`src/rtl/lcd_char_writer.sv`:
```
// HD44780 character-stream front end: power-on wait, init sequence, then ASCII
// bytes become {rs, data} words with cursor tracking and DDRAM address inserts.
module lcd_char_writer #(
  parameter int INIT_WAIT = 1_500_000,
  parameter int COLS      = 16
) (
  input  logic       clk_i,
  input  logic       rst_i,
  input  logic [7:0] char_i,
  input  logic       char_valid_i,
  output logic       char_ready_o,
  output logic [8:0] cmd_o,
  output logic       cmd_valid_o,
  input  logic       cmd_ready_i,
  output logic       init_done_o
);

  localparam int CNT_NEED = $clog2(INIT_WAIT + 1);
  localparam int CNT_W    = (CNT_NEED > 21) ? CNT_NEED : 21;
  localparam logic [CNT_W-1:0] CNT_LAST = (INIT_WAIT > 1) ? CNT_W'(INIT_WAIT - 1) : '0;
  localparam logic [5:0] COL_END = 6'(COLS);

  typedef enum logic [2:0] {
    PWR_WAIT, INIT, IDLE, EMIT_ADDR, EMIT_CHAR, EMIT_CLR
  } state_t;

  state_t           state_q;
  logic [CNT_W-1:0] cnt_q;
  logic [1:0]       idx_q;
  logic             line_q;
  logic [5:0]       col_q;
  logic             wrap_q;
  logic [7:0]       char_q;
  logic [8:0]       cmd_q;
  logic             cmd_valid_q;
  logic             char_ready_q;
  logic             init_done_q;
  logic             accept_d;
  logic             xfer_d;
  logic             printable_d;

  function automatic logic [8:0] init_word(input logic [1:0] idx);
    case (idx)
      2'd0:    init_word = 9'h038;
      2'd1:    init_word = 9'h00C;
      2'd2:    init_word = 9'h001;
      default: init_word = 9'h006;
    endcase
  endfunction

  function automatic logic [8:0] addr_word(input logic line);
    addr_word = line ? 9'h0C0 : 9'h080;
  endfunction

  assign accept_d    = char_ready_q & char_valid_i;
  assign xfer_d      = cmd_valid_q & cmd_ready_i;
  assign printable_d = (char_i >= 8'h20) && (char_i <= 8'h7E);

  // Byte is held here so the producer may change char_i right after acceptance.
  always_ff @(posedge clk_i) begin
    if (accept_d) char_q <= char_i;
  end

  always_ff @(posedge clk_i) begin
    if (rst_i) begin
      state_q      <= PWR_WAIT;
      cnt_q        <= '0;
      idx_q        <= '0;
      line_q       <= 1'b0;
      col_q        <= '0;
      wrap_q       <= 1'b0;
      cmd_q        <= '0;
      cmd_valid_q  <= 1'b0;
      char_ready_q <= 1'b0;
      init_done_q  <= 1'b0;
    end else begin
      case (state_q)
        PWR_WAIT: begin
          if (cnt_q >= CNT_LAST) begin
            state_q <= INIT;
            idx_q   <= '0;
          end else begin
            cnt_q <= cnt_q + 1'b1;
          end
        end
        INIT: begin
          if (!cmd_valid_q) begin
            cmd_q       <= init_word(idx_q);
            cmd_valid_q <= 1'b1;
          end else if (xfer_d) begin
            if (idx_q == 2'd3) begin
              cmd_valid_q  <= 1'b0;
              init_done_q  <= 1'b1;
              line_q       <= 1'b0;
              col_q        <= '0;
              char_ready_q <= 1'b1;
              state_q      <= IDLE;
            end else begin
              idx_q <= idx_q + 1'b1;
              cmd_q <= init_word(idx_q + 1'b1);
            end
          end
        end
        IDLE: begin
          if (accept_d) begin
            if (printable_d) begin
              cmd_valid_q  <= 1'b1;
              char_ready_q <= 1'b0;
              if (col_q == COL_END) begin
                wrap_q  <= 1'b1;
                cmd_q   <= addr_word(~line_q);
                state_q <= EMIT_ADDR;
              end else begin
                cmd_q   <= {1'b1, char_i};
                state_q <= EMIT_CHAR;
              end
            end else if (char_i == 8'h0A) begin
              line_q       <= ~line_q;
              col_q        <= '0;
              wrap_q       <= 1'b0;
              cmd_q        <= addr_word(~line_q);
              cmd_valid_q  <= 1'b1;
              char_ready_q <= 1'b0;
              state_q      <= EMIT_ADDR;
            end else if (char_i == 8'h0C) begin
              line_q       <= 1'b0;
              col_q        <= '0;
              cmd_q        <= 9'h001;
              cmd_valid_q  <= 1'b1;
              char_ready_q <= 1'b0;
              state_q      <= EMIT_CLR;
            end
          end
        end
        EMIT_ADDR: begin
          if (xfer_d) begin
            // A wrap address is followed back-to-back by the held character.
            if (wrap_q) begin
              line_q  <= ~line_q;
              col_q   <= '0;
              wrap_q  <= 1'b0;
              cmd_q   <= {1'b1, char_q};
              state_q <= EMIT_CHAR;
            end else begin
              cmd_valid_q  <= 1'b0;
              char_ready_q <= 1'b1;
              state_q      <= IDLE;
            end
          end
        end
        EMIT_CHAR: begin
          if (xfer_d) begin
            col_q        <= col_q + 1'b1;
            cmd_valid_q  <= 1'b0;
            char_ready_q <= 1'b1;
            state_q      <= IDLE;
          end
        end
        EMIT_CLR: begin
          if (xfer_d) begin
            cmd_valid_q  <= 1'b0;
            char_ready_q <= 1'b1;
            state_q      <= IDLE;
          end
        end
        default: state_q <= PWR_WAIT;
      endcase
    end
  end

  assign cmd_o        = cmd_q;
  assign cmd_valid_o  = cmd_valid_q;
  assign char_ready_o = char_ready_q;
  assign init_done_o  = init_done_q;

endmodule

```
`config.mk`:
```
export PLATFORM = sky130hd
export DESIGN_NAME = lcd_char_writer
export DESIGN_NICKNAME = d
export VERILOG_FILES = /design/src/rtl/lcd_char_writer.sv
export SDC_FILE = /design/constraint.sdc
export NUM_CORES = 1
export LEC_CHECK = 0
export CORE_ASPECT_RATIO = 2
export CORE_UTILIZATION = 45
export CTS_CLUSTER_DIAMETER = 80
export CTS_CLUSTER_SIZE = 12
export DETAILED_ROUTE_END_ITERATION = 8
export PLACE_DENSITY = 0.75
export SLEW_MARGIN = 30
export SYNTH_ARGS = -nofsm -noshare
export SYNTH_HDL_FRONTEND = slang
export SYNTH_SLANG_ARGS = --single-unit
```
`constraint.sdc`:
```
create_clock -name clk_i -period 2.4 [get_ports clk_i]
set_input_delay 0.24 -clock clk_i [delete_from_list [all_inputs] [get_ports clk_i]]
set_output_delay 0.24 -clock clk_i [all_outputs]
set_load 0.01 [all_outputs]
```
==> metrics.yaml <==
crit_fanout: 10
synth-simple-area-share_pct: 25.1
ys_seq_elements: 54
cts.sinks: 54
hpwl_um: 6220
synth_top_family_by_area: "simple AND/OR/NAND/NOR gates"
die_y_um: 120
instances_no_fill: 485
powerDensity_mw_per_mm2: 796
nFillCells: 624
cts_setup_buffers: 0
coreArea_mm2: 0.00662
cts_hold_buf: 0
synth_area_leader_cell: "dfxtp_1"
avgSynthCellArea_um2: 8.65
nNetsFinal: 416
hold_slack_ps: 344
dp.cells: 477
crit_path_start_kind: "flip-flop"
yosys-top-cells-count: "dfxtp_1 (46), a21oi_1 (35), nor2_1 (26), nand2_1 (23), o21ai_0 (19)"
arrival_ps: 2490
grt_start_max_net_pins: 22
die_area_mm2: 0.00726
period_share_pct: 94.8
worst_pin_slew_ps: 695
peakVddDrop_mv: 0.591
critical_path_class: "flip-flop to flip-flop"
cts_root_buffer: "clkbuf_16"
finalSetupTns_ps: 0
synth_ff_type: "dfxtp_1"
ys_types: 65
ys_async_sr_fraction_pct: 0
antenna_found_initial: 0
rsz0062_at_grt: "false"
fmax_mhz: 439
htreeDepth: 2
first_pass_iters: 4
clock_latency_ps: 300
vias: 2911
fp-row-count: 42
hold_viol: 0
syn2layout_area_growth_pct: 19.0
required_ps: 2610
final_layout_size_suffix_gt1_share_pct: 12.3
period_minus_slack_ps: 2280
die_w_um: 60.8
cts_resized: 0
wirelength_um: 8200
cts_tree: "done"
initial_core_util_pct: 46.9
clk_pin_slew_ps: 70
synth_cells: 359
critPathTopFamily: "compound AO/OA/AOI/OAI gates"
drv_slew: 0
ios: 24
synth.top_cell.area_share_pct: 29.6
multi_input_area_mm2: 0.00182
cts_buffers: 5
post_drt_wl_per_cell_um: 16.9
synthXorXnorAreaFrac_pct: 3.10
final_antenna_net_count: 0
cp-end-kind: "flip-flop"
path_cells: "nor3b_1 > a22o_1 > o21bai_1 > nor2_1 > a311oi_1"
gp_congestion: 0.938
drcViolationCount: 0
port-buffer-count: 23
diodes: 0
slowest_stage: "nor3b_1"
cts.path.max_buffers: 2
synthTopCellsByArea: "dfxtp_1 (30%), edfxtp_1 (7.7%), a21oi_1 (5.6%), ha_1 (3.2%), nor2_1 (3.1%)"
setup_viol: 0
grt_pass1_wl_um: 12800
grt_pass1_vias: 2779
status: "complete, no violations"
synth.most_common_cell: "dfxtp_1"
grt-ovfl-total: 0
regArea_mm2: 0.00116
synth-edff-count: 8
drt-vias-per-instance: 6.00
syn_nets: 379
hold_path_class: "primary input to flip-flop"
cp_num_buf_inv: 0
track_usage_pct: 23.9
cap_violations: 0
cpPeakStageDelay_ps: 630
synth_compound_area_share_pct: 24.5
synthMuxAreaShare_pct: 2.70
skew_ps: 6.39
synth_fa_ha_area_share_pct: 3.22
drt_iter0_drc: 159
relSlewSlack_pct: 53.6
p_leak_nw: 1.29
syn_area_mm2: 0.00311
ys_warn_count: 0
seq_area_frac_synth_pct: 37.4
placed cells by master (no fill, tap or decap), types with 3 or more instances in the layout:
cell type	instances
o31ai_1	7
clkdlybuf4s50_1	22
nor3b_1	4
nor2_1	26
nand2_1	23
a211oi_1	7
and2_1	5
dfxtp_1	46
a31oi_1	4
inv_1	13
mux2_2	3
ha_1	8
nand2b_1	5
and3_1	8
nand3_1	11
or3_1	10
xor2_1	7
o41ai_1	3
mux2i_1	5
nor3_1	10
clkbuf_16	5
o21ai_0	19
o21a_1	4
nor2b_1	8
nor4b_1	3
or4_1	3
buf_4	23
xnor2_1	4
nand4_1	11
o211ai_1	3
edfxtp_1	8
a21oi_1	35
per-stage QoR:
stage	worst slack [ps]	util (%)	area [um2]	power, mW
after floorplan	386	-	3110	1.79
after global placement	97.0	53.5	3540	2.17
after detailed placement	89.7	53.5	3540	2.19
after CTS	160	55.8	3700	2.95
after global routing	9.66	55.8	3700	3.10
final	124	55.8	3700	2.94
path summary, 6_finish.rpt:
kind	startpoint	endpoint	cells past startpoint	slack, ps
worst max-delay path	state_q[1]	cmd_o[7]	5	120
worst min-delay path	rst_i	init_done_o	2	340
worst max register to register	state_q[1]	cmd_o[7]	5	120
worst min register to register	init_done_o	init_done_o	2	480
routing by layer:
metal,up-vias,track usage [%],part of all wire [%],wire length (um)
met5,-,0,0,0
met4,0,15.9,6.1,498
met3,33,3.56,2.6,213
met2,75,42.7,56,4590
met1,1384,24.0,35,2900
li1,1419,-,-,-
power by group:
| part | total, mW | switching (mW) | internal [mW] | leakage (nW) |
|---|---|---|---|---|
| combinational | 1.08 | 0.612 | 0.466 | 0.772 |
| sequential | 1.11 | 0.0969 | 1.01 | 0.444 |
| clock | 0.755 | 0.336 | 0.419 | 0.0770 |
| total | 2.94 | 1.05 | 1.90 | 1.29 |
cell type report:
cell class	count	area share, %
multi-input cells	276	49.3
flip-flops and latches	54	31.4
repair buffers	46	10.8
clock buffers	6	3.76
well taps	88	2.98
inverters	13	1.32
clock inverters	2	0.474
registers in the layout, indices dropped and copies added, names as in the netlist:
| name | count |
|---|---|
| char_q | 8 |
| char_ready_o | 1 |
| cmd_o | 9 |
| cmd_valid_o | 1 |
| cnt_q | 21 |
| col_q | 6 |
| idx_q | 2 |
| init_done_o | 1 |
| line_q | 1 |
| state_q | 3 |
| wrap_q | 1 |
worst register-to-register path, delay by kind of cell, from the launching register on:
family	cells	cell delay (ps)
and+or+nand+nor	2	830
AOI/OAI and AO/OA	3	880
DFF	1	480
cell families after synthesis:
kind of cell,Yosys count
simple gates,140
compound gates,109
flops,54
buf+inv,29
xor+xnor,11
mux,8
fa+ha+maj,8
No activity file was read; power rests on OpenSTA's default activity.
